===== src/rtl/reg_watch_if.sv =====
// reg_watch_if: write-back snoop, configuration and event-drain signals of
// reg_watch_unit. The unit takes the slave modport; the driver side
// (datapath glue or a testbench) takes the master modport.
interface reg_watch_if #(
  parameter int NUM_CH = 4,
  parameter int DATA_W = 32,
  parameter int ADDR_W = 5,
  parameter int TMO_W  = 24
);
  localparam int CH_W = (NUM_CH > 1) ? $clog2(NUM_CH) : 1;

  // register-file write-back snoop
  logic              wb_en;
  logic [ADDR_W-1:0] wb_addr;
  logic [DATA_W-1:0] wb_data;

  // channel configuration
  logic              cfg_valid;
  logic              cfg_ready;
  logic [CH_W-1:0]   cfg_ch;
  logic              cfg_disarm;
  logic [ADDR_W-1:0] cfg_reg;
  logic [DATA_W-1:0] cfg_value;
  logic [DATA_W-1:0] cfg_mask;
  logic [TMO_W-1:0]  cfg_timeout;

  // per-channel status
  logic [NUM_CH-1:0] ch_armed;
  logic [NUM_CH-1:0] ch_hit;
  logic [NUM_CH-1:0] ch_tmo;

  // event drain
  logic              evt_valid;
  logic              evt_ready;
  logic [CH_W-1:0]   evt_ch;
  logic              evt_is_tmo;
  logic [31:0]       evt_cycle;

  modport master (
    output wb_en, wb_addr, wb_data,
    output cfg_valid, cfg_ch, cfg_disarm, cfg_reg, cfg_value, cfg_mask, cfg_timeout,
    input  cfg_ready,
    input  ch_armed, ch_hit, ch_tmo,
    input  evt_valid, evt_ch, evt_is_tmo, evt_cycle,
    output evt_ready
  );

  modport slave (
    input  wb_en, wb_addr, wb_data,
    input  cfg_valid, cfg_ch, cfg_disarm, cfg_reg, cfg_value, cfg_mask, cfg_timeout,
    output cfg_ready,
    output ch_armed, ch_hit, ch_tmo,
    output evt_valid, evt_ch, evt_is_tmo, evt_cycle,
    input  evt_ready
  );
endinterface


===== src/rtl/reg_watch_unit.sv =====
// reg_watch_unit: multi-channel watchpoint on the register-file write-back
// port. Each channel waits for a masked value written to one register, or
// gives up after a cycle budget. Fired channels are kept in a pending bitmap
// and drained lowest index first through a registered valid/ready port.
// Optional: define REG_WATCH_CYCLE_STAMP_EN to add a free-running cycle
// counter whose value is stamped on every HIT/TMO and shown on evt_cycle;
// otherwise evt_cycle is constant 0.
module reg_watch_unit #(
  parameter int NUM_CH = 4,
  parameter int DATA_W = 32,
  parameter int ADDR_W = 5,
  parameter int TMO_W  = 24
) (
  input logic       clk,
  input logic       rst,
  reg_watch_if.slave bus
);
  localparam int CH_W = (NUM_CH > 1) ? $clog2(NUM_CH) : 1;

  typedef enum logic [1:0] {
    ST_IDLE  = 2'd0,
    ST_ARMED = 2'd1,
    ST_HIT   = 2'd2,
    ST_TMO   = 2'd3
  } ch_state_t;

  ch_state_t         state_r [NUM_CH];
  logic [ADDR_W-1:0] reg_r   [NUM_CH];
  logic [DATA_W-1:0] value_r [NUM_CH];
  logic [DATA_W-1:0] mask_r  [NUM_CH];
  logic [TMO_W-1:0]  cnt_r   [NUM_CH];

  logic [NUM_CH-1:0] armed_r, hit_r, tmo_r, pend_r;
  logic              cfg_ready_r;
  logic              evt_valid_r, evt_is_tmo_r;
  logic [CH_W-1:0]   evt_ch_r;

  logic              cfg_fire_s, evt_fire_s, hold_s, sel_is_tmo_s;
  logic [NUM_CH-1:0] cfg_sel_s, match_s, hit_s, tmo_s, pend_next_s;
  logic [CH_W-1:0]   sel_s;
  logic [31:0]       sel_stamp_s;

`ifdef REG_WATCH_CYCLE_STAMP_EN
  logic [31:0] cyc_r;
  logic [31:0] stamp_r [NUM_CH];
  logic [31:0] evt_cycle_r;
`endif

  // Per-channel decode: config select, masked match, final timeout count, next pending bitmap.
  always_comb begin
    cfg_fire_s  = bus.cfg_valid & cfg_ready_r;
    evt_fire_s  = evt_valid_r & bus.evt_ready;
    cfg_sel_s   = '0;
    match_s     = '0;
    hit_s       = '0;
    tmo_s       = '0;
    pend_next_s = '0;
    for (int c = 0; c < NUM_CH; c++) begin
      cfg_sel_s[c] = cfg_fire_s && (bus.cfg_ch == CH_W'(c));
      // x0 is hard-wired zero, so writes to it are never interesting
      match_s[c]   = (state_r[c] == ST_ARMED) && bus.wb_en &&
                     (bus.wb_addr == reg_r[c]) && (bus.wb_addr != '0) &&
                     (((bus.wb_data ^ value_r[c]) & mask_r[c]) == '0);
      // a config to the same channel overrides whatever it would have fired
      hit_s[c]     = match_s[c] && !cfg_sel_s[c];
      tmo_s[c]     = (state_r[c] == ST_ARMED) && (cnt_r[c] == TMO_W'(1)) &&
                     !match_s[c] && !cfg_sel_s[c];
      if (cfg_sel_s[c]) begin
        pend_next_s[c] = 1'b0;
      end else if (hit_s[c] || tmo_s[c]) begin
        pend_next_s[c] = 1'b1;
      end else if (evt_fire_s && (evt_ch_r == CH_W'(c))) begin
        pend_next_s[c] = 1'b0;
      end else begin
        pend_next_s[c] = pend_r[c];
      end
    end
  end

  // Pick the lowest-index pending channel and decide whether the presented event must be held.
  always_comb begin
    sel_s = '0;
    for (int c = NUM_CH - 1; c >= 0; c--) begin
      if (pend_next_s[c]) begin
        sel_s = CH_W'(c);
      end else begin
        sel_s = sel_s;
      end
    end
    sel_is_tmo_s = tmo_s[sel_s] || (state_r[sel_s] == ST_TMO);
`ifdef REG_WATCH_CYCLE_STAMP_EN
    sel_stamp_s  = (hit_s[sel_s] || tmo_s[sel_s]) ? cyc_r : stamp_r[sel_s];
`else
    sel_stamp_s  = 32'd0;
`endif
    // held only while stalled and the shown entry has not been dropped by a re-arm
    hold_s = evt_valid_r && !bus.evt_ready && pend_next_s[evt_ch_r];
  end

  // Channel state machines, latched configuration, timeout counters, status flags.
  always_ff @(posedge clk) begin
    if (!rst) begin
      for (int c = 0; c < NUM_CH; c++) begin
        state_r[c] <= ST_IDLE;
        reg_r[c]   <= '0;
        value_r[c] <= '0;
        mask_r[c]  <= '0;
        cnt_r[c]   <= '0;
      end
      armed_r     <= '0;
      hit_r       <= '0;
      tmo_r       <= '0;
      pend_r      <= '0;
      cfg_ready_r <= 1'b0;
    end else begin
      cfg_ready_r <= 1'b1;
      pend_r      <= pend_next_s;
      for (int c = 0; c < NUM_CH; c++) begin
        if (cfg_sel_s[c]) begin
          hit_r[c] <= 1'b0;
          tmo_r[c] <= 1'b0;
          if (bus.cfg_disarm) begin
            state_r[c] <= ST_IDLE;
            armed_r[c] <= 1'b0;
          end else begin
            state_r[c] <= ST_ARMED;
            armed_r[c] <= 1'b1;
            reg_r[c]   <= bus.cfg_reg;
            value_r[c] <= bus.cfg_value;
            mask_r[c]  <= bus.cfg_mask;
            cnt_r[c]   <= bus.cfg_timeout;
          end
        end else if (hit_s[c]) begin
          state_r[c] <= ST_HIT;
          armed_r[c] <= 1'b0;
          hit_r[c]   <= 1'b1;
        end else if (tmo_s[c]) begin
          state_r[c] <= ST_TMO;
          armed_r[c] <= 1'b0;
          tmo_r[c]   <= 1'b1;
        end else if ((state_r[c] == ST_ARMED) && (cnt_r[c] != '0)) begin
          cnt_r[c] <= cnt_r[c] - TMO_W'(1);
        end
      end
    end
  end

  // Registered event presentation: hold while stalled, else show the lowest pending entry.
  always_ff @(posedge clk) begin
    if (!rst) begin
      evt_valid_r  <= 1'b0;
      evt_ch_r     <= '0;
      evt_is_tmo_r <= 1'b0;
    end else if (!hold_s) begin
      evt_valid_r  <= |pend_next_s;
      evt_ch_r     <= sel_s;
      evt_is_tmo_r <= (|pend_next_s) && sel_is_tmo_s;
    end
  end

`ifdef REG_WATCH_CYCLE_STAMP_EN
  // Free-running cycle counter, per-channel stamp capture, presented stamp.
  always_ff @(posedge clk) begin
    if (!rst) begin
      cyc_r       <= 32'd0;
      evt_cycle_r <= 32'd0;
      for (int c = 0; c < NUM_CH; c++) begin
        stamp_r[c] <= 32'd0;
      end
    end else begin
      cyc_r <= cyc_r + 32'd1;
      for (int c = 0; c < NUM_CH; c++) begin
        if (hit_s[c] || tmo_s[c]) begin
          stamp_r[c] <= cyc_r;
        end
      end
      if (!hold_s) begin
        evt_cycle_r <= (|pend_next_s) ? sel_stamp_s : 32'd0;
      end
    end
  end

  assign bus.evt_cycle = evt_cycle_r;
`else
  assign bus.evt_cycle = sel_stamp_s;
`endif

  assign bus.cfg_ready  = cfg_ready_r;
  assign bus.ch_armed   = armed_r;
  assign bus.ch_hit     = hit_r;
  assign bus.ch_tmo     = tmo_r;
  assign bus.evt_valid  = evt_valid_r;
  assign bus.evt_ch     = evt_ch_r;
  assign bus.evt_is_tmo = evt_is_tmo_r;
endmodule


===== src/flat_wrapper.sv =====
// flat-port wrapper written by rule: the top's interface ports become plain ports
module reg_watch_unit_flat 
#(
  parameter int NUM_CH = 4,
  parameter int DATA_W = 32,
  parameter int ADDR_W = 5,
  parameter int TMO_W  = 24
)
  (clk, rst, bus_wb_en, bus_wb_addr, bus_wb_data, bus_cfg_valid, bus_cfg_ch, bus_cfg_disarm, bus_cfg_reg, bus_cfg_value, bus_cfg_mask, bus_cfg_timeout, bus_cfg_ready, bus_ch_armed, bus_ch_hit, bus_ch_tmo, bus_evt_valid, bus_evt_ch, bus_evt_is_tmo, bus_evt_cycle, bus_evt_ready);
  reg_watch_if #(.NUM_CH(NUM_CH), .DATA_W(DATA_W), .ADDR_W(ADDR_W), .TMO_W(TMO_W)) bus_i ();
  input logic clk;
  input logic rst;
  input wire logic [$bits(bus_i.wb_en)-1:0] bus_wb_en;
  input wire logic [$bits(bus_i.wb_addr)-1:0] bus_wb_addr;
  input wire logic [$bits(bus_i.wb_data)-1:0] bus_wb_data;
  input wire logic [$bits(bus_i.cfg_valid)-1:0] bus_cfg_valid;
  input wire logic [$bits(bus_i.cfg_ch)-1:0] bus_cfg_ch;
  input wire logic [$bits(bus_i.cfg_disarm)-1:0] bus_cfg_disarm;
  input wire logic [$bits(bus_i.cfg_reg)-1:0] bus_cfg_reg;
  input wire logic [$bits(bus_i.cfg_value)-1:0] bus_cfg_value;
  input wire logic [$bits(bus_i.cfg_mask)-1:0] bus_cfg_mask;
  input wire logic [$bits(bus_i.cfg_timeout)-1:0] bus_cfg_timeout;
  output wire logic [$bits(bus_i.cfg_ready)-1:0] bus_cfg_ready;
  output wire logic [$bits(bus_i.ch_armed)-1:0] bus_ch_armed;
  output wire logic [$bits(bus_i.ch_hit)-1:0] bus_ch_hit;
  output wire logic [$bits(bus_i.ch_tmo)-1:0] bus_ch_tmo;
  output wire logic [$bits(bus_i.evt_valid)-1:0] bus_evt_valid;
  output wire logic [$bits(bus_i.evt_ch)-1:0] bus_evt_ch;
  output wire logic [$bits(bus_i.evt_is_tmo)-1:0] bus_evt_is_tmo;
  output wire logic [$bits(bus_i.evt_cycle)-1:0] bus_evt_cycle;
  input wire logic [$bits(bus_i.evt_ready)-1:0] bus_evt_ready;
  assign bus_i.wb_en = bus_wb_en;
  assign bus_i.wb_addr = bus_wb_addr;
  assign bus_i.wb_data = bus_wb_data;
  assign bus_i.cfg_valid = bus_cfg_valid;
  assign bus_i.cfg_ch = bus_cfg_ch;
  assign bus_i.cfg_disarm = bus_cfg_disarm;
  assign bus_i.cfg_reg = bus_cfg_reg;
  assign bus_i.cfg_value = bus_cfg_value;
  assign bus_i.cfg_mask = bus_cfg_mask;
  assign bus_i.cfg_timeout = bus_cfg_timeout;
  assign bus_cfg_ready = bus_i.cfg_ready;
  assign bus_ch_armed = bus_i.ch_armed;
  assign bus_ch_hit = bus_i.ch_hit;
  assign bus_ch_tmo = bus_i.ch_tmo;
  assign bus_evt_valid = bus_i.evt_valid;
  assign bus_evt_ch = bus_i.evt_ch;
  assign bus_evt_is_tmo = bus_i.evt_is_tmo;
  assign bus_evt_cycle = bus_i.evt_cycle;
  assign bus_i.evt_ready = bus_evt_ready;
  reg_watch_unit #(.NUM_CH(NUM_CH), .DATA_W(DATA_W), .ADDR_W(ADDR_W), .TMO_W(TMO_W)) u_core (.clk(clk), .rst(rst), .bus(bus_i));
endmodule

===== config.mk =====
export PLATFORM = sky130hd
export DESIGN_NAME = reg_watch_unit_flat
export DESIGN_NICKNAME = d
export VERILOG_FILES = /design/src/rtl/reg_watch_if.sv /design/src/rtl/reg_watch_unit.sv /design/src/flat_wrapper.sv
export SDC_FILE = /design/constraint.sdc
export NUM_CORES = 1
export LEC_CHECK = 0
export CAP_MARGIN = 30
export CORE_ASPECT_RATIO = 1.4
export CORE_MARGIN = 5
export CORE_UTILIZATION = 48
export CTS_CLUSTER_DIAMETER = 200
export DETAILED_ROUTE_END_ITERATION = 10
export PLACE_DENSITY = 0.73
export SYNTH_ARGS = -nofsm -noshare
export SYNTH_HDL_FRONTEND = slang
export SYNTH_SLANG_ARGS = --single-unit
export TNS_END_PERCENT = 5

===== constraint.sdc =====
create_clock -name clk -period 7.8 [get_ports clk]
set_input_delay 1.56 -clock clk [delete_from_list [all_inputs] [get_ports clk]]
set_output_delay 1.56 -clock clk [all_outputs]
set_load 0.05 [all_outputs]

==> impl_metrics.yaml, run 1 <==
floorplan:
  die-area_um2: 44800
  row_count: 87
  core_area_um2: 40300
  ios: 187
  die_h_um: 248
  initial_core_util: 0.484
  die_width_um: 180
setup_path:
  cp-start-kind: "input pin"
  cp_common_cell: "nand3_1"
  arrival_ns: 5.81
  worstPathRequired_ns: 8.10
  crit_chain: "clkdlybuf4s50_1 -> xor2_1 -> a222oi_1 -> nand3_1 -> nor4_1 -> nand2_1 -> nand4_1 -> a2111o_1 -> nand3_1 -> buf_16"
  slowest_stage: "nor4_1"
  crit_type: "in -> reg"
  critPathMaxStageDelay_ns: 0.74
  worstSetupEndpointType: "flop"
  path_max_fanout: 25
yosys:
  synth-async-reset-ratio: 0
  synth_top_family_by_area: "simple AND/OR/NAND/NOR gates"
  synth-simple-area-share: 0.177
  ys.flop_type: "edfxtp_1"
  synthMuxAreaShare: 0.00237
  synth.avg_cell_area_um2: 12.0
  syn_area_um2: 19500
  synth-compound-area-share: 0.0709
  synthXorXnorAreaFrac: 0.102
  yosysTopAreaCell: "edfxtp_1"
  synth-edff-count: 380
  netlist_instances: 1623
  synth_warnings: 0
  synth_area_leaders: "edfxtp_1, and3_1, xor2_1"
  ys_seq_elements: 401
  yosys.area_share.adder: 0.00770
  yosysTopAreaCellShare: 0.585
  yosysUniqueCellTypes: 67
  synth.yosys.seq_area_share: 0.607
sta:
  fmaxAchievable_mhz: 182
  drv_slew: 0
  tightest_slew_ns: 0.995
  hold_violations: 0
  finClkSkew_ns: 0.0238
  slew_headroom: 0.334
  rsz0062_at_grt: "no"
  period_minus_slack_ns: 5.51
  whs_ns: 0.469
  setup_violations: 0
  layout_worst_path_cycle_share: 0.706
placed_design:
  hpwl_um: 36100
  io_buffers: 154
  gp_congestion: 0.864
final_layout:
  drive_gt1_frac: 0.0593
  syn2layout_area_growth_pct: 18.0
  layout_commonest_cell: "edfxtp_1"
  fin_util: 0.571
  final_nets: 1908
  layout_common_cells: "edfxtp_1, and3_1, clkdlybuf4s50_1"
cts:
  postCtsResizedCells: 0
  cts_tree: "yes"
  path_clk_slew_ns: 0.06
  cts_root_buffer: "clkbuf_16"
  cts_hold_buffers: 0
  numCtsBuffers: 40
  ctsLongestPathBuffers: 3
  post_cts_buffers: 0
  worstSkewPairLatency_ns: 0.55
  cts_max_level: 2
  clock-sinks: 401
routing:
  wire_per_inst_um: 22.6
  route.detailed.drc: 0
  dr.pass1.iters: 5
  vias: 13200
  viasPerCell: 5.68
  detail-route-antenna-nets: 0
  wl_um: 52500
  drt_iter0_drc: 1028
global_route:
  grt.total_usage: 0.224
  grt_pass1_wl_um: 78200
  grt_max_degree: 209
  antenna_found_initial: 6
  grt_pass1_vias: 13400
  grt-ovfl-total: 0
outcome:
  status: "finished, final reports clean"
power:
  p_per_area_nw_per_um2: 215
  p_leak_nw: 9.04
  p_total_w: 0.00493
  ir_worst_vdd_v: 0.000153
worst_hold_path:
  min_path_type: "reg -> reg"
flow_run:
  maxCapViolations: 0
## Yosys cell counts, types with 23 or more instances
master    number
nor4_1        27
nor2_1        65
and3_1       211
inv_1         23
nor3_1        30
xor2_1       143
edfxtp_1     380
xnor2_1       85
a22oi_1       56
o21ai_0      101
nand2_1      135
buf_4         32
clkbuf_1      74
and2_1        74
## path summary, 6_finish.rpt
path | depth (start not counted) | start | end | slack [ns]
worst min register to register | 2 | u_core.bus.ch_hit[1]$_SDFFE_PP0P_ | u_core.bus.ch_hit[1]$_SDFFE_PP0P_ | 0.47
worst max-delay path | 10 | bus_wb_data[14] | u_core.cnt_r[3][13]$_DFFE_PP_ | 2.29
worst max register to register | 9 | u_core.value_r[0][110]$_SDFFCE_PN0P_ | u_core.cnt_r[3][13]$_DFFE_PP_ | 3.51
worst min-delay path | 2 | u_core.bus.ch_hit[1]$_SDFFE_PP0P_ | u_core.bus.ch_hit[1]$_SDFFE_PP0P_ | 0.47
## registers in the layout (all words and copies together) (netlist names)
| signal | count |
|---|---|
| u_core.bus.cfg_ready | 1 |
| u_core.bus.ch_armed | 4 |
| u_core.bus.ch_hit | 4 |
| u_core.bus.ch_tmo | 4 |
| u_core.bus.evt_ch | 2 |
| u_core.bus.evt_is_tmo | 1 |
| u_core.bus.evt_valid | 1 |
| u_core.cnt_r | 96 |
| u_core.mask_r | 128 |
| u_core.pend_r | 4 |
| u_core.reg_r | 20 |
| u_core.state_r | 8 |
| u_core.value_r | 128 |
## cell families (layout without fill, tap and decap cells)
| family | Yosys count | after routing |
|---|---|---|
| DFF | 401 | 401 |
| adders and majority gates | 12 | 12 |
| xor gates and xnor gates | 228 | 228 |
| muxes | 4 | 4 |
| other | 1 | 33 |
| AOI/OAI and AO/OA | 215 | 215 |
| and+or+nand+nor | 627 | 627 |
| buffers and inverters | 135 | 270 |
## area by class of cell
cell class	instances	area, um2
diodes	1	2.50
clock buffers	45	1030
clock inverters	28	317
fillers	3319	17300
inverters	23	86.3
multi-input cells	1118	7200
flip-flops and latches	401	11800
well taps	534	668
repair buffers	174	1860
## metal layers
layer | track usage | vias to the layer above | wire (um)
met5 | 0 | - | 74
met4 | 0.107 | 10 | 2780
met3 | 0.0458 | 120 | 3440
met2 | 0.395 | 464 | 26800
met1 | 0.261 | 6443 | 19500
li1 | - | 6162 | -
## power by group
group	internal, W	total, W	switching, W
Sequential	0.00244	0.00249	0.0000497
Clock	0.00116	0.00200	0.000843
Combinational	0.000166	0.000449	0.000283
Total	0.00376	0.00493	0.00118
## per-stage QoR
stage               area (um2)  setup slack, ns  std cells  setup TNS [ns]
finish                   23000             2.29       2324               0
global placement         21400             1.38       2242               0
global route             23000             1.95       2323               0
CTS                      22900             2.38       2321               0
floorplan                19600           -0.386       1654          -16.91
detailed placement       21600             1.82       2248               0
## critical path: cells and delay by family
| family | cells | cell delay, ns |
|---|---|---|
| buf+inv | 2 | 0.84 |
| compound gates | 2 | 1.27 |
| simple gates | 5 | 1.90 |
| xor+xnor | 1 | 0.21 |
(Power assumes the default switching activity.)
==> run 2, diff against run 1 <==
- PLACE_DENSITY: 0.73 -> 0.71
- clock period: 7.8 -> 5.2 ns (I/O delays scaled with it)
==> run 2 against run 1 <==
Routed wire length fell by 0.47%. Final cell count rose by 0.22%. Sequential power rose by 50%. Core utilization fell by 0.13 points. Clock power rose by 53%. Largest cell class unchanged. Largest power group unchanged.
==> impl_metrics.yaml, run 2 (synthesized netlist as in run 1, its figures left out) <==
global_route:
  grt.total_usage: 0.227
  antenna_found_initial: 6
  grt_max_degree: 209
  grt-ovfl-total: 0
  grt_pass1_vias: 13400
  grt_pass1_wl_um: 79100
cts:
  worstSkewPairLatency_ns: 0.56
  postCtsResizedCells: 0
  post_cts_buffers: 0
  cts_tree: "yes"
  cts_max_level: 2
  path_clk_slew_ns: 0.06
  numCtsBuffers: 41
  cts_root_buffer: "clkbuf_16"
  cts_hold_buffers: 0
  clock-sinks: 401
  ctsLongestPathBuffers: 3
routing:
  drt_iter0_drc: 998
  route.detailed.drc: 0
  viasPerCell: 5.66
  dr.pass1.iters: 5
  wire_per_inst_um: 22.4
  wl_um: 52300
  detail-route-antenna-nets: 0
  vias: 13200
sta:
  setup_violations: 0
  period_minus_slack_ns: 3.94
  whs_ns: 0.457
  rsz0062_at_grt: "no"
  setup_slack_ns: 1.26
  tns_ns: 0
  fmaxAchievable_mhz: 254
  drv_slew: 0
  tightest_slew_ns: 0.786
  layout_worst_path_cycle_share: 0.757
  slew_headroom: 0.476
  hold_violations: 0
  finClkSkew_ns: 0.0187
floorplan:
  row_count: 87
  ios: 187
  core_area_um2: 40300
  die_width_um: 180
  initial_core_util: 0.484
  die_h_um: 248
  die-area_um2: 44800
setup_path:
  slowest_stage: "or4_1"
  rrSetupSlack_ns: 1.86
  critPathMaxStageDelay_ns: 0.56
  crit_chain: "clkdlybuf4s50_1 -> or4_1 -> o21ai_1 -> a2111oi_0 -> nand3_1 -> o21a_1 -> nand3_1 -> a2111o_1 -> nand2b_1 -> buf_4"
  reg2reg_depth: 11
  cp-start-kind: "input pin"
  worstPathRequired_ns: 5.42
  reg2reg_from: "u_core.cnt_r[2][18]$_SDFFCE_PN0P_"
  cp_common_cell: "nand3_1"
  worstSetupEndpointType: "flop"
  r2r_end: "u_core.cnt_r[2][4]$_SDFFCE_PN0P_"
  startpoint: "bus_wb_addr[1]"
  crit_type: "in -> reg"
  path_max_fanout: 24
  arrival_ns: 4.16
  endpoint: "u_core.cnt_r[2][15]$_SDFFCE_PN0P_"
placed_design:
  pre_cts_ws_ns: 0.715
  hpwl_um: 36200
  gp_congestion: 0.859
  io_buffers: 154
  place_inst: 2255
final_layout:
  final_nets: 1914
  layout_commonest_cell: "edfxtp_1"
  nFillCells: 3308
  finalNonFillerCells: 2329
  layout_common_cells: "edfxtp_1, and3_1, clkdlybuf4s50_1"
  largestRegisters: "u_core.mask_r x128, u_core.value_r x128, u_core.cnt_r x96"
  syn2layout_area_growth_pct: 17.7
  drive_gt1_frac: 0.0580
worst_hold_path:
  hold_depth: 2
  min_path_type: "reg -> reg"
flow_run:
  maxCapViolations: 0
power:
  p_total_w: 0.00744
  ir_worst_vdd_v: 0.000261
  p_leak_nw: 9.03
  p_per_area_nw_per_um2: 324
outcome:
  status: "finished, final reports clean"
[run 2: area by class of cell]
class	count	area [um2]	share of cell area
flip-flops and latches	401	11800	0.516
multi-input cells	1118	7200	0.314
clock buffers	49	1060	0.0460
inverters	23	86.3	0.00376
diodes	1	2.50	0.000109
repair buffers	179	1790	0.0782
well taps	534	668	0.0291
clock inverters	24	308	0.0134
[run 2: worst min path at each step]
stage | start | end
after floorplan | u_core.pend_r[1]$_SDFF_PN0_ | u_core.pend_r[1]$_SDFF_PN0_
after global placement | u_core.bus.ch_tmo[3]$_SDFFE_PP0P_ | u_core.bus.ch_tmo[3]$_SDFFE_PP0P_
after detailed placement | u_core.bus.ch_tmo[3]$_SDFFE_PP0P_ | u_core.bus.ch_tmo[3]$_SDFFE_PP0P_
after CTS | u_core.bus.ch_tmo[3]$_SDFFE_PP0P_ | u_core.bus.ch_tmo[3]$_SDFFE_PP0P_
after global routing | u_core.bus.ch_hit[0]$_SDFFE_PP0P_ | u_core.bus.ch_hit[0]$_SDFFE_PP0P_
final | u_core.bus.ch_tmo[3]$_SDFFE_PP0P_ | u_core.bus.ch_tmo[3]$_SDFFE_PP0P_
[run 2: metrics by stage]
stage	util	instance area, um2
CTS	0.570	22900
finish	0.570	22900
global route	0.570	22900
global placement	0.534	21500
floorplan	-	19600
detailed placement	0.536	21600
[run 2: critical path, delay by kind of cell]
kind                   cells  cell delay (ns)
and+or+nand+nor            4             1.00
AOI/OAI and AO/OA          4             1.25
buffers and inverters      2             0.85
[run 2: power breakdown]
part / switching [W] / total [W] / internal (W)
sequential: 0.0000749 / 0.00373 / 0.00365
clock: 0.00124 / 0.00305 / 0.00180
combinational: 0.000424 / 0.000662 / 0.000238
total: 0.00174 / 0.00744 / 0.00570
[run 2: metal layers]
layer  up-vias  share of wire  wire length, um  track usage
met5         -         0.0011               60            0
li1       6172              -                -            -
met1      6428           0.37            19300        0.267
met2       433           0.51            26500        0.394
met4         8          0.064             3360        0.125
met3       132          0.059             3080       0.0408
==> patch 1, RTL diff (flow settings as in run 2) <==
The option `REG_WATCH_CYCLE_STAMP_EN` is turned on by a define.
--- a/src/rtl/reg_watch_unit.sv
+++ b/src/rtl/reg_watch_unit.sv
@@ -5,6 +5,8 @@
 // Optional: define REG_WATCH_CYCLE_STAMP_EN to add a free-running cycle
 // counter whose value is stamped on every HIT/TMO and shown on evt_cycle;
 // otherwise evt_cycle is constant 0.
+`define REG_WATCH_CYCLE_STAMP_EN
+
 module reg_watch_unit #(
   parameter int NUM_CH = 4,
   parameter int DATA_W = 32,
Check against the original RTL: not equivalent (a bounded check fails within 4 cycles, from zero or initial values and one cycle with rst low).
==> patch 1 against run 2 <==
- clock power grew 45%
- total power is 41% higher
- wire length grew 46%
- cell count is 40% higher
- largest power group unchanged
- global-route usage grew 1.0 points
- final area up 42%
- critical path depth increased by 4
- highest routed layer unchanged
- sequential cell count rose by 192
- largest cell class unchanged
- setup slack lost 620 ps
- synthesized area grew 43%
==> patch 1: results (changes against run 2) <==
[global_routing]
grt_pass1_vias=19230  ; +44%
met3_usage_pct=3.545  ; -0.53 points
grt_use_met1_pct=28.52  ; +1.9 points
antenna_found_initial=4  ; -2

[yosys]
synth_xor_area_share_pct=8.078  ; -2.2 points
synth_area_leaders=edfxtp_1 (55%), and2_1 (7.8%), dfxtp_1 (6.1%), xor2_1 (5.6%), and3_1 (3.1%)
ys_types=61  ; -9.0%
synth_edf_count=508  ; +34%
synth_mux_area_share_pct=0.07185  ; -0.17 points
synth-adder-area-share_pct=0.5837  ; -0.19 points

[min_path]
holdPathStages=1  ; -1
hold_path_end=u_core.bus.ch_armed[1]
worstHoldStart=u_core.bus.ch_armed[1]

[sta]
finClkSkew_ps=19.77  ; +1.097 ps
relSlewSlack_pct=33.40  ; -14 points

[cells_and_area]
nFillCells=4739  ; +43%

[detailed_routing]
drt-met1-wl_mm=28.60  ; +48%
detail_route.iter0.violations=1550  ; +55%
dr_wl_met3_mm=4.537  ; +47%
via_per_inst=5.765  ; +1.9%
wl_per_cell_um=23.34  ; +4.0%

[status]
outcome=completed

[critical_path]
slowest_delay_ps=640  ; +80 ps
r2r_start=u_core.value_r[0][48]
worst-path-max-fanout=22  ; -8.3%
r2r_cells=13  ; +2
slowest_stage=a222oi_1
rrSetupSlack_ps=1250  ; -610 ps
reg2reg_to=u_core.bus.evt_cycle[5]

[placed_design]
gp_congestion=0.8930  ; +4.0%
port_buffers=186  ; +21%

[clock_tree]
numCtsBuffers=57  ; +39%
insertion_delay_ps=620  ; +60 ps

[power_and_ir_drop]
power_leakage_uw=0.01230  ; +36%
irDropWorstVdd_mv=0.2490  ; -4.5%

==> patch 1: worst max-delay path by stage <==
stage	slack [ps]	start	to	cells past startpoint
after global placement	120	bus_wb_data[16]	u_core.bus.evt_cycle[8]	14
final	640	bus_wb_data[16]	u_core.bus.evt_cycle[5]	14
after CTS	740	bus_wb_data[16]	u_core.bus.evt_cycle[5]	14
after global routing	570	bus_wb_data[16]	u_core.bus.evt_cycle[0]	14
after floorplan	-550	bus_cfg_valid	u_core.cnt_r[0][0]	5
after detailed placement	100	bus_wb_data[16]	u_core.bus.evt_cycle[5]	14
==> patch 1: power by group <==
group / switching (uW) / total (uW) / internal [uW]
sequential: 93.3 / 5420 / 5320
combinational: 405 / 659 / 254
clock: 1810 / 4410 / 2590
==> patch 1: metrics by stage <==
step	cell area, um^2	std cells	hold WS [ps]	util (%)	setup slack [ps]
2_1_floorplan	27870	2308	487.8	-	-553.7
3_3_place_gp	30680	3159	437.0	53.34	123.4
3_5_place_dp	30680	3159	440.5	53.34	104.1
4_1_cts	32690	3265	454.8	56.83	739.7
5_1_grt	32690	3265	495.8	56.83	570.8
6_report	32690	3268	457.5	56.84	642.8
==> patch 1: final cells by class <==
cell class                      instances  share of cell area [%]
Antenna cell                            3                 0.02296
Multi-Input combinational cell       1570                   31.91
Tap cell                              742                   2.840
Clock inverter                         28                   1.156
Inverter                               19                  0.2181
Sequential cell                       593                   51.87
Timing Repair Buffer                  235                   7.004
Clock buffer                           78                   4.979
==> patch 1: worst max-delay path, delay by kind of cell <==
| family | cells | cell delay [ps] |
|---|---|---|
| XOR/XNOR | 1 | 200 |
| AO/OA/AOI/OAI | 6 | 1540 |
| buffers and inverters | 4 | 1360 |
| AND/OR/NAND/NOR | 3 | 930 |
==> patch 2, RTL diff (config.mk and constraints of run 2) <==
Made on the original files. `TMO_W` is set to 24 in 3 places; all go to 48.
--- a/src/rtl/reg_watch_if.sv
+++ b/src/rtl/reg_watch_if.sv
@@ -5,7 +5,7 @@
   parameter int NUM_CH = 4,
   parameter int DATA_W = 32,
   parameter int ADDR_W = 5,
-  parameter int TMO_W  = 24
+  parameter int TMO_W  = 48
 );
   localparam int CH_W = (NUM_CH > 1) ? $clog2(NUM_CH) : 1;
 
--- a/src/rtl/reg_watch_unit.sv
+++ b/src/rtl/reg_watch_unit.sv
@@ -9,7 +9,7 @@
   parameter int NUM_CH = 4,
   parameter int DATA_W = 32,
   parameter int ADDR_W = 5,
-  parameter int TMO_W  = 24
+  parameter int TMO_W  = 48
 ) (
   input logic       clk,
   input logic       rst,
--- a/src/flat_wrapper.sv
+++ b/src/flat_wrapper.sv
@@ -4,7 +4,7 @@
   parameter int NUM_CH = 4,
   parameter int DATA_W = 32,
   parameter int ADDR_W = 5,
-  parameter int TMO_W  = 24
+  parameter int TMO_W  = 48
 )
   (clk, rst, bus_wb_en, bus_wb_addr, bus_wb_data, bus_cfg_valid, bus_cfg_ch, bus_cfg_disarm, bus_cfg_reg, bus_cfg_value, bus_cfg_mask, bus_cfg_timeout, bus_cfg_ready, bus_ch_armed, bus_ch_hit, bus_ch_tmo, bus_evt_valid, bus_evt_ch, bus_evt_is_tmo, bus_evt_cycle, bus_evt_ready);
   reg_watch_if #(.NUM_CH(NUM_CH), .DATA_W(DATA_W), .ADDR_W(ADDR_W), .TMO_W(TMO_W)) bus_i ();
Interface: changed (resized bus_cfg_timeout); port bits go from 187 to 211. No check against the original RTL was run, so the function may have changed too.
==> patch 2 against run 2 <==
- clock skew grew 22 ps
- clock power increased by 15%
- sequential power rose by 25%
- count of clock-buffer cells in the layout grew 11
- cell count rose by 32%
- sequential cell count increased by 96
- synthesized area is 29% higher
- core utilization down 0.63 points
- register-to-register slack lost 850 ps
- setup slack worse by 260 ps
- total power up 21%
- wire length is 37% higher
- final area up 27%
- critical path type is now register to register
==> patch 2: results (changes against run 2) <==
[cells_and_area]
nonClkBufAreaFrac_pct=7.470  ; -0.35 points
clk_share_pct=5.254  ; -0.69 points
multi_input_area_share_pct=33.87  ; +2.5 points
nFillCells=4309  ; +30%
nets=2553  ; +33%
diodes=2  ; +1
reg.largest.list=u_core.cnt_r x192, u_core.mask_r x128, u_core.value_r x128
n_clock_buffer=60  ; +22%
drive_gt1_share_pct=5.790  ; -0.0072 points
register_area_um2=14710  ; +24%
comb.multi_input.count=1598  ; +43%
syn_to_final_growth_pct=16.56
n_all_inverters=21  ; -8.7%
n_all_buffers=212  ; +18%

[placed_design]
hpwl_mm=50.86  ; +41%
port_buffers=178  ; +16%
gp_congestion=0.8722  ; +1.6%
place_inst=2983  ; +32%
postPlaceCellArea_um2=27680  ; +28%
dp_slack_ps=494.8  ; -220.3 ps

[detailed_routing]
vias=17860  ; +36%
wl_met2_mm=37.46  ; +42%
wl_per_cell_um=23.22  ; +3.5%
dr_wl_met3_mm=4.420  ; +44%
drt-met1-wl_mm=25.97  ; +35%
via_per_inst=5.807  ; +2.7%
detail_route.iter0.violations=1561  ; +56%

[yosys]
seq_area_frac_synth_pct=58.64  ; -2.1 points
synth-seq-cells=497  ; +24%
synthCells=2215  ; +36%
synth_area_leaders=edfxtp_1 (57%), xor2_1 (6.7%), xnor2_1 (4.4%), o21ai_0 (3.8%), nand2_1 (3.8%)
synth_edf_count=476  ; +25%
ys_types=57  ; -15%
synth_common_cells=edfxtp_1 (476), nand2_1 (251), o21ai_0 (193), xor2_1 (193), and3_1 (146)

[critical_path]
slowest_delay_ps=820  ; +260 ps
worst-path-max-fanout=48  ; +100%
slowest_stage=nor4_1
path_class=register to register
r2r_start=u_core.cnt_r[0][44]
cp_top_family=simple AND/OR/NAND/NOR gates
crit_arrival_ps=4520  ; +360 ps

[power_and_ir_drop]
intPower_uw=6812  ; +20%
irDropWorstVdd_mv=0.1998  ; -23%
power_leakage_uw=0.01081  ; +20%

[sta]
finClkSkew_ps=40.96  ; +22.29 ps
worst_pin_slew_ps=902.4  ; +116.0 ps

[clock_tree]
htreeDepth=2  ; unchanged
insertion_delay_ps=600  ; +40 ps
numCtsBuffers=49  ; +20%
cts.repair.resized=0  ; unchanged

[global_routing]
antenna_found_initial=2  ; -4
grt_max_degree=77  ; -63%
met3_usage_pct=3.896  ; -0.18 points
grt_pass1_wl_mm=107.2  ; +36%
track_usage_pct=24.45  ; +1.7 points
grt_use_met1_pct=28.58  ; +1.9 points

[floorplan]
row_count=99  ; +14%

[status]
outcome=completed

## patch 2: cell families (layout without fill, tap and decap cells)
| kind of cell | Yosys count | count (layout) | share of synthesized area [%] |
|---|---|---|---|
| buf+inv | 151 | 323 | 2.748 |
| fa+ha+maj | 12 | 12 | 0.5984 |
| xor+xnor | 319 | 319 | 11.13 |
| simple gates | 903 | 903 | 18.82 |
| compound gates | 327 | 327 | 7.824 |
| flops | 497 | 497 | 58.64 |
| other cells | 1 | 34 | 0.01495 |
| mux | 5 | 5 | 0.2194 |
## patch 2: path summary, 6_finish.rpt
path	cells after the start	to	slack, ps
hold reg to reg	2	u_core.bus.ch_hit[0]	450
hold / removal	2	u_core.bus.ch_hit[0]	450
setup reg to reg	10	u_core.cnt_r[0][21]	1010
setup / recovery	10	u_core.cnt_r[0][21]	1010
## patch 2: power groups by stage
stage	Sequential (uW)	Combinational [uW]	Clock, uW
final	4680	811	3500
after detailed placement	4760	806	0
after CTS	4670	812	3550
after global placement	4750	792	0
after global routing	4690	866	3720
after floorplan	4740	425	0
